`src/rtl/sakebi_frame_pkg.sv`:
```
// Shared definitions for the sakebi frame writer and the read-side deframer:
// state encoding, frame overhead and the XOR checksum step.
package sakebi_frame_pkg;

  localparam int FRAME_DW       = 8;
  localparam int FRAME_OVERHEAD = 2;

  typedef enum logic [1:0] {
    ST_IDLE = 2'd0,
    ST_LEN  = 2'd1,
    ST_DATA = 2'd2,
    ST_CSUM = 2'd3
  } frame_state_e;

  // One step of the running checksum: length word and payload words XORed, no carry.
  function automatic logic [FRAME_DW-1:0] csum_step(input logic [FRAME_DW-1:0] acc,
                                                    input logic [FRAME_DW-1:0] word);
    return acc ^ word;
  endfunction

endpackage

```
`src/rtl/sakebi_frame_writer_if.sv`:
```
// Source/control and FIFO-write signals of the frame writer, bundled for port hookup.
interface sakebi_frame_writer_if #(
  parameter int DATA_WIDTH = 8
);
  // Handshakes: a payload word moves when i_src_valid & o_src_ready are both high on a
  // rising edge; a FIFO word is written when o_fifo_wr_en is high, which is only ever
  // asserted while i_fifo_wr_ready is high. i_start is a single-cycle request.
  logic                  i_start;
  logic [DATA_WIDTH-1:0] i_len;
  logic                  o_busy;
  logic                  i_src_valid;
  logic                  o_src_ready;
  logic [DATA_WIDTH-1:0] i_src_data;
  logic                  i_fifo_wr_ready;
  logic                  o_fifo_wr_en;
  logic [DATA_WIDTH-1:0] o_fifo_wr_data;
  logic                  o_done;

  modport master (
    output i_start, i_len, i_src_valid, i_src_data, i_fifo_wr_ready,
    input  o_busy, o_src_ready, o_fifo_wr_en, o_fifo_wr_data, o_done
  );

  modport slave (
    input  i_start, i_len, i_src_valid, i_src_data, i_fifo_wr_ready,
    output o_busy, o_src_ready, o_fifo_wr_en, o_fifo_wr_data, o_done
  );

endinterface

```
`src/rtl/sakebi_xor_csum.sv`:
```
// Registered XOR accumulator; clear has priority over enable. Also used by the deframer.
module sakebi_xor_csum
  import sakebi_frame_pkg::*;
#(
  parameter int W = FRAME_DW
) (
  input  logic         i_clk,
  input  logic         i_rstn,
  input  logic         i_clr,
  input  logic         i_en,
  input  logic [W-1:0] i_data,
  output logic [W-1:0] o_csum
);

  logic [W-1:0] r_acc;

  always_ff @(posedge i_clk or negedge i_rstn) begin
    if (!i_rstn) begin
      r_acc <= '0;
    end else if (i_clr) begin
      r_acc <= '0;
    end else if (i_en) begin
      r_acc <= r_acc ^ i_data;
    end
  end

  assign o_csum = r_acc;

endmodule

```
`src/rtl/sakebi_frame_writer.sv`:
```
// Turns a length-prefixed message into a length/payload/checksum frame written one
// word per accepted beat into the async FIFO write port.
module sakebi_frame_writer
  import sakebi_frame_pkg::*;
#(
  parameter int DATA_WIDTH = FRAME_DW
) (
  input  logic                  i_wr_clk,
  input  logic                  i_wr_rstn,
  sakebi_frame_writer_if.slave  bus,
  output frame_state_e          o_state
);

  frame_state_e          r_state;
  logic [DATA_WIDTH-1:0] r_len;
  logic [DATA_WIDTH-1:0] r_remain;
  logic                  r_done;
  logic [DATA_WIDTH-1:0] w_csum;
  logic [DATA_WIDTH-1:0] w_wr_data;
  logic                  w_wr_en;
  logic                  w_start;
  logic                  w_csum_en;

  // Gated purely by the live ready input, so a full FIFO never receives a write.
  assign w_wr_en = bus.i_fifo_wr_ready &
                   ((r_state == ST_LEN) | (r_state == ST_CSUM) |
                    ((r_state == ST_DATA) & bus.i_src_valid));

  assign w_start   = (r_state == ST_IDLE) & bus.i_start;
  assign w_csum_en = w_wr_en & (r_state != ST_CSUM);

  always_comb begin
    w_wr_data = '0;
    case (r_state)
      ST_LEN:  w_wr_data = r_len;
      ST_DATA: w_wr_data = bus.i_src_data;
      ST_CSUM: w_wr_data = w_csum;
      default: w_wr_data = '0;
    endcase
  end

  // The accumulator is cleared on start, so the LEN write leaves it equal to r_len.
  sakebi_xor_csum #(.W(DATA_WIDTH)) u_csum (
    .i_clk  (i_wr_clk),
    .i_rstn (i_wr_rstn),
    .i_clr  (w_start),
    .i_en   (w_csum_en),
    .i_data (w_wr_data),
    .o_csum (w_csum)
  );

  always_ff @(posedge i_wr_clk or negedge i_wr_rstn) begin
    if (!i_wr_rstn) begin
      r_state  <= ST_IDLE;
      r_len    <= '0;
      r_remain <= '0;
      r_done   <= 1'b0;
    end else begin
      r_done <= 1'b0;
      case (r_state)
        ST_IDLE: begin
          if (bus.i_start) begin
            r_len    <= bus.i_len;
            r_remain <= bus.i_len;
            r_state  <= ST_LEN;
          end
        end
        ST_LEN: begin
          if (w_wr_en) begin
            r_state <= (r_len != '0) ? ST_DATA : ST_CSUM;
          end
        end
        ST_DATA: begin
          if (w_wr_en) begin
            r_remain <= r_remain - DATA_WIDTH'(1);
            if (r_remain == DATA_WIDTH'(1)) begin
              r_state <= ST_CSUM;
            end
          end
        end
        ST_CSUM: begin
          if (w_wr_en) begin
            r_done  <= 1'b1;
            r_state <= ST_IDLE;
          end
        end
        default: r_state <= ST_IDLE;
      endcase
    end
  end

  assign bus.o_busy         = (r_state != ST_IDLE);
  assign bus.o_src_ready    = (r_state == ST_DATA) & bus.i_fifo_wr_ready;
  assign bus.o_fifo_wr_en   = w_wr_en;
  assign bus.o_fifo_wr_data = w_wr_data;
  assign bus.o_done         = r_done;
  assign o_state            = r_state;

endmodule
```
`src/flat_wrapper.sv`:
```
// flat-port wrapper written by rule: the top's interface ports become plain ports
module sakebi_frame_writer_flat import sakebi_frame_pkg::*;
#(
  parameter int DATA_WIDTH = FRAME_DW
)
  (i_wr_clk, i_wr_rstn, o_state, bus_i_start, bus_i_len, bus_i_src_valid, bus_i_src_data, bus_i_fifo_wr_ready, bus_o_busy, bus_o_src_ready, bus_o_fifo_wr_en, bus_o_fifo_wr_data, bus_o_done);
  sakebi_frame_writer_if #(.DATA_WIDTH(DATA_WIDTH)) bus_i ();
  input  logic i_wr_clk;
  input  logic i_wr_rstn;
  output frame_state_e o_state;
  input wire logic [$bits(bus_i.i_start)-1:0] bus_i_start;
  input wire logic [$bits(bus_i.i_len)-1:0] bus_i_len;
  input wire logic [$bits(bus_i.i_src_valid)-1:0] bus_i_src_valid;
  input wire logic [$bits(bus_i.i_src_data)-1:0] bus_i_src_data;
  input wire logic [$bits(bus_i.i_fifo_wr_ready)-1:0] bus_i_fifo_wr_ready;
  output wire logic [$bits(bus_i.o_busy)-1:0] bus_o_busy;
  output wire logic [$bits(bus_i.o_src_ready)-1:0] bus_o_src_ready;
  output wire logic [$bits(bus_i.o_fifo_wr_en)-1:0] bus_o_fifo_wr_en;
  output wire logic [$bits(bus_i.o_fifo_wr_data)-1:0] bus_o_fifo_wr_data;
  output wire logic [$bits(bus_i.o_done)-1:0] bus_o_done;
  assign bus_i.i_start = bus_i_start;
  assign bus_i.i_len = bus_i_len;
  assign bus_i.i_src_valid = bus_i_src_valid;
  assign bus_i.i_src_data = bus_i_src_data;
  assign bus_i.i_fifo_wr_ready = bus_i_fifo_wr_ready;
  assign bus_o_busy = bus_i.o_busy;
  assign bus_o_src_ready = bus_i.o_src_ready;
  assign bus_o_fifo_wr_en = bus_i.o_fifo_wr_en;
  assign bus_o_fifo_wr_data = bus_i.o_fifo_wr_data;
  assign bus_o_done = bus_i.o_done;
  sakebi_frame_writer #(.DATA_WIDTH(DATA_WIDTH)) u_core (.i_wr_clk(i_wr_clk), .i_wr_rstn(i_wr_rstn), .bus(bus_i), .o_state(o_state));
endmodule
```
`config.mk`:
```
export PLATFORM = sky130hd
export DESIGN_NAME = sakebi_frame_writer_flat
export DESIGN_NICKNAME = d
export VERILOG_FILES = /design/src/rtl/sakebi_frame_pkg.sv /design/src/rtl/sakebi_frame_writer_if.sv /design/src/rtl/sakebi_xor_csum.sv /design/src/rtl/sakebi_frame_writer.sv /design/src/flat_wrapper.sv
export SDC_FILE = /design/constraint.sdc
export NUM_CORES = 1
export LEC_CHECK = 0
export CAP_MARGIN = 20
export CORE_MARGIN = 2
export CORE_UTILIZATION = 29
export DETAILED_ROUTE_END_ITERATION = 8
export PLACE_DENSITY = 0.54
export SLEW_MARGIN = 20
export SYNTH_ARGS = -nofsm -noshare
export SYNTH_HDL_FRONTEND = slang
export SYNTH_SLANG_ARGS = --single-unit
```
`constraint.sdc`:
```
create_clock -name i_wr_clk -period 1.9 [get_ports i_wr_clk]
set_clock_uncertainty 0.1 [all_clocks]
set_input_delay 0.38 -clock i_wr_clk [delete_from_list [all_inputs] [get_ports i_wr_clk]]
set_output_delay 0.38 -clock i_wr_clk [all_outputs]
set_load 0.03 [all_outputs]
```
# --- Word-level counts from Yosys, hierarchy flattened ---
# Cells that the tools add are included.
op_classes:
  eq_ne: 10
  n_bitwise: 8
  mux: 15
  reduce_logical: 8
  n_addsub: 1
op_table:
  columns: ["op", "n"]
  rows:
  - ["$mux 8", 4]
  - ["$pmux 8 s3", 1]
  - ["$pmux 8 s2", 1]
  - ["$mux 2", 5]
  - ["$eq 8x1->1 const B", 1]
  - ["$ne 2x1->1 const B", 4]
  - ["$pmux 2 s4", 1]
  - ["$reduce_bool 8->1", 1]
  - ["$sub 8x1->8 const B", 1]
  - ["$xor 8x8->8", 1]
  - ["$reduce_bool 2->1", 3]
  - ["$and 1x1->1", 5]
  - ["$reduce_and 5->1", 1]
  - ["$eq 2x2->1 const B", 2]
  - ["$ne 2x2->1 const B", 2]
  - ["$mux 1", 3]
  - ["$reduce_and 3->1", 1]
  - ["$eq 2x1->1 const B", 1]
  - ["$logic_not 2->1", 1]
  - ["$or 1x1->1", 2]
  - ["$reduce_and 2->1", 1]
totals:
  input_bits: 21
  reg_bits: 27
  word_cells: 47

# --- Depth between registers and ports, before layout ---
# Gate-level depths: netlist (run 1).
logic_depth:
  depth_word: 7
  depth_mapped: 8
  mapped_depth_nobuf: 6

# --- By module ---
# From an unflattened synthesis (run 1), not the netlist that was laid out.
hier_totals:
  cells_unflattened: 181
  hier_area_um2: 1727.9
modules_own_cells:
  columns: ["mod", "seq_area_each_um2", "cells_each", "instances", "area_each_um2"]
  rows:
  - ["sakebi_frame_writer", 475.5, 146, 1, 1321.3]
  - ["sakebi_xor_csum", 200.2, 35, 1, 406.6]

# --- Worst setup path after synthesis (run 1) ---
# No wires, ideal clock.
synth_path:
  path_kind: "reg-to-reg"
  from: "register u_core.r_state[0] (netlist: u_core.o_state[0])"
  to: "register u_core.u_csum.r_acc[1] (netlist: u_core.u_csum.o_csum[1])"
  setup_ps: 123
  path_stages_with_launch: 7
  t_arrival_ps: 1856
  n_path_buf: 1
  setup_slack_ps: -179
  path_cell_list: "dfrtp_1 inv_1 ha_1 clkbuf_1 nor2_1 nand2_1 mux2i_1"
synth_lines:
  columns: ["element", "line_no", "rtl"]
  rows:
  - ["from (decl)", "sakebi_frame_writer.sv:14", "frame_state_e r_state;"]
  - ["from (signal assigned)", "sakebi_frame_writer.sv:70", "r_state <= (r_len != '0) ? ST_DATA : ST_CSUM;"]
  - ["$eq 2x2->1 or $eq 2x1->1 (tied branches)", "sakebi_frame_writer.sv:34", "case (r_state)"]
  - ["$pmux 8 s3 (*)", "sakebi_frame_writer.sv:34", null]
  - ["net bus_o_fifo_wr_data[1]", "flat_wrapper.sv:19", "output wire logic [$bits(bus_i.o_fifo_wr_data)-1:0] bus_o_fifo_wr_data;"]
  - ["$xor 8x8->8 (*)", "sakebi_xor_csum.sv:23", "r_acc <= r_acc ^ i_data;"]
  - ["$mux 8 (*)", "sakebi_xor_csum.sv:22", "end else if (i_en) begin"]
  - ["$mux 8 (*)", "sakebi_xor_csum.sv:20", "end else if (i_clr) begin"]
  - ["to (signal assigned)", "sakebi_xor_csum.sv:23", null]
  - ["to (decl)", "sakebi_xor_csum.sv:15", "logic [W-1:0] r_acc;"]
# Mark *: on every way through the listed nets, which the timed path passes. The rest lies on a longest branch. The select of a mux whose other input is x is not followed.
# A chain may end at the register's enable or synchronous reset.

# --- Final worst setup path (run 1) ---
layout_path:
  from: "register u_core.r_state[0] (netlist: u_core.o_state[0])"
  to: "output port bus_o_fifo_wr_data[7]"
layout_between:
  elab_chain_len: 2
layout_lines:
  columns: ["element", "line_no"]
  rows:
  - ["$eq 2x2->1 or $eq 2x1->1 (tied branches)", "sakebi_frame_writer.sv:34"]
  - ["$pmux 8 s3 (*)", "sakebi_frame_writer.sv:34"]
  - ["to (decl)", "flat_wrapper.sv:19"]
# Mark *: on every way between the ends. The rest lies on a longest branch, timed or not.

==> results of run 1 <==
## cell type report
cell class	count	share of cell area (%)
Clock buffer	4	1.827
Inverter	7	1.269
Multi-Input combinational cell	119	38.93
Sequential cell	27	27.51
Tap cell	72	3.655
Timing Repair Buffer	64	26.80
## cells by family after synthesis
group | after synthesis
AND/OR/NAND/NOR | 58
AO/OA/AOI/OAI | 35
flip-flops | 27
multiplexers | 20
buffers and inverters | 16
adder cells (fa/ha/maj) | 6
## what timing repair did
| action | in CTS | in global routing |
|---|---|---|
| resized for setup | 32 | 14 |
| endpoints found under the setup margin | 23 | 27 |
| gates cloned | 1 | 0 |
| buffers inserted | 5 | 0 |
| pin swaps | 21 | 5 |
## synthesized netlist by cell type, drive strengths merged (2+ instances only)
| master | count | area [µm²] |
|---|---|---|
| nor3b | 3 | 27.52 |
| mux2 | 10 | 112.6 |
| nor3 | 2 | 10.01 |
| ha | 6 | 75.07 |
| o22a | 6 | 53.80 |
| inv | 7 | 26.28 |
| a222oi | 8 | 80.08 |
| mux2i | 10 | 100.1 |
| nor4 | 2 | 12.51 |
| nand2 | 23 | 86.33 |
| dfrtp | 27 | 675.7 |
| nor2b | 3 | 18.77 |
| a31oi | 4 | 25.02 |
| o21ai | 5 | 25.02 |
| nor2 | 16 | 62.56 |
| a21oi | 6 | 30.03 |
| nand4b | 3 | 26.28 |
| buf | 8 | 65.06 |
| and2 | 2 | 12.51 |
## stage by stage
step | power, mW | instance area, µm² | instances | setup TNS (ns) | setup slack [ns]
after floorplan | 2.744 | 1637 | 162 | 0 | 0.01012
after global placement | 3.598 | 2176 | 283 | -1.290 | -0.1174
after CTS | 4.422 | 2410 | 293 | -2.635 | -0.2671
final | 4.549 | 2465 | 293 | -2.466 | -0.2819
after detailed placement | 3.621 | 2176 | 283 | -1.265 | -0.1298
after global routing | 4.871 | 2465 | 293 | -4.263 | -0.3491
## sequential cells by signal (all words and copies together), names as in the netlist
name	flops
u_core.r_remain	8
u_core.r_len	8
u_core.bus.o_done	1
u_core.u_csum.o_csum	8
u_core.o_state	2
## critical path, cell delays in order (launching register included)
cell and delay, ns:
dfrtp_2 0.46, ha_2 0.21, buf_4 0.17, a222oi_1 0.34, nor2_2 0.09, buf_6 0.15
## where the power goes
group	total (mW)	leakage, nW	switching (mW)	internal, mW
clock network	0.338	0.0228	0.188	0.151
logic	3.13	0.722	1.52	1.60
registers	1.08	0.325	0.242	0.842
total	4.55	1.07	1.95	2.60
## path summary, 6_finish.rpt
kind | startpoint | endpoint | slack, ns | depth (start not counted)
setup / recovery | u_core.o_state[0] | bus_o_fifo_wr_data[7] | -0.28 | 5
hold / removal | i_wr_rstn | u_core.r_remain[7] | 0.37 | 2
setup reg to reg | u_core.o_state[0] | u_core.u_csum.o_csum[6] | -0.03 | 10
hold reg to reg | u_core.u_csum.o_csum[7] | u_core.u_csum.o_csum[7] | 0.38 | 1
max in group asynchronous | i_wr_rstn | u_core.o_state[1] | 1.04 | 2
min in group i_wr_clk | u_core.u_csum.o_csum[7] | u_core.u_csum.o_csum[7] | 0.38 | 1
## routing by layer
metal	vias to the layer above	global-route usage [%]	share of wire [%]
met5	-	0	0
met4	0	3.684	1.0
met3	4	3.333	5.2
met2	37	23.76	47
met1	728	20.56	46
li1	720	-	-
==> summary.md, run 1 <==
| Metric | Value |
|---|---|
| Leading cell types in the layout, fill and taps excluded | `dfrtp_1, clkdlybuf4s50_1, buf_4, nand2_1, buf_6` |
| Compound-Gate Fraction of Synth Area | `16.54%` |
| Port buffer count | `34` |
| Clock Tree Buf Depth | `2` |
| Final nets | `249` |
| Worst skew pair latency | `0.28 ns` |
| Number of global-route vias before repair | `1439` |
| Crit share post-route | `114.8%` |
| DR vias | `1489` |
| Most common cell after layout, fill and taps aside | `dfrtp_1` |
| Area Overhead vs Synth | `52.95%` |
| Asr flop ratio synth | `100.0%` |
| Initial antenna violation count | `0` |
| Flops & latches, synth | `27` |
| Number of synthesized flops with an enable pin | `0` |
| Initial Utilization | `29.63%` |
| Final Core Density | `45.32%` |
| Slew @ Worst Pin | `roughly 0.36 ns` |
| Pwr/cell area | `around 1800 nW/µm²` |
| Dpl hpwl | `2.979 mm` |
| Failing checks | `setup timing` |
| Rel. slew slack | `between 70% and 80%` |
| CTS tree | `built` |
| First-pass GRT wire length | `7.245 mm` |
| Gr usage total | `roughly 15%` |
| Max-cap violations | `0` |
| Synth Area in Simple Gates | `17.78%` |
| Largest family of logic cells by synthesized area | `simple AND/OR/NAND/NOR gates` |
| Ys Warns | `0` |
| Post-synth top flop | `dfrtp_1` |
| Endpoints failing setup | `19` |
| Hold crit path type | `in -> async` |
| Critical path peak fanout | `9` |
| Layout fillers | `521` |
| Pin count of the biggest net entering global routing | `28` |
| Fin crit period | `2.182 ns` |
| CP required | `1.42 ns` |
| Final global-route overflow total | `0` |
| VDD IR-drop max | `714.1 µV` |
| Width of the chip | `78.55 µm` |
| Post-synthesis cell type count | `34` |
| TritonCTS Buffers | `3` |
| Routed Antenna Nets | `0` |
| Post-Synth Adder-Cell Area | `4.658%` |
| Critical path class | `reg -> out` |
| Critical Path AT | `1.70 ns` |
| Initial drt markers | `just under 80` |
| Sink Count | `27` |
| Final slew viol count | `0` |
| Synthesized instance count | `162` |
| H-Tree Depth | `1` |
| Fin. Hold Viols | `0` |
| Root buffer cell | `clkbuf_8` |
| Clock transition at path regs | `~0.1 ns` |
| Residual DRC | `0` |
| Crit path launch type | `flip-flop` |
| XOR/XNOR Fraction of Synth Area | `0%` |
| Multi-input gate area | `959.7 µm²` |
| Post-Syn Area | `1612 µm²` |
| Total wire length | `4.305 mm` |
| Vias per inst | `5.082` |
| Synthesized net count | `189` |
| Final worst setup slack | `-0.2819 ns` |
| RSZ-0062 raised after global routing | `yes` |
| Status | `finished with violations` |
| Share of cells above drive strength 1 | `38.91%` |
| Full die area | `6169 µm²` |
| CTS Hold Bufs | `0` |
| Chip height | `just under 80 µm` |
| Routability cong. | `0.7983` |
| Critical Path End Type | `output pin` |
| Antenna fix cells | `0` |
| Core area | `5439 µm²` |
| Fin Hold WS | `around 0.37 ns` |
| Leak Pwr | `1.070 nW` |
| Pre-antenna DRT Iters | `5` |
| # IOs | `35` |
| Maximum clock frequency | `458.3 MHz` |
| Avg Inst Size Synth | `approximately 9.9 µm²` |
| Multiplexer area fraction after synthesis | `13.20%` |
| Register area | `678.2 µm²` |
| WL per Instance | `14.69 µm` |
| Sequential element share of the synthesized area | `41.93%` |
| Row count | `27` |
No activity file was read; power rests on OpenSTA's default activity.
==> inputs of run 2 (changes only) <==
Settings changed: CAP_MARGIN 20 to not set.
==> results of run 2 <==
No change in the layout: final DEF, timing and power equal those of run 1.
==> inputs of run 3 (changes only) <==
Settings changed: ABC_CLOCK_PERIOD_IN_PS set to 1900.
==> results of run 3 <==
No change in the layout: final DEF, timing and power equal those of run 1.
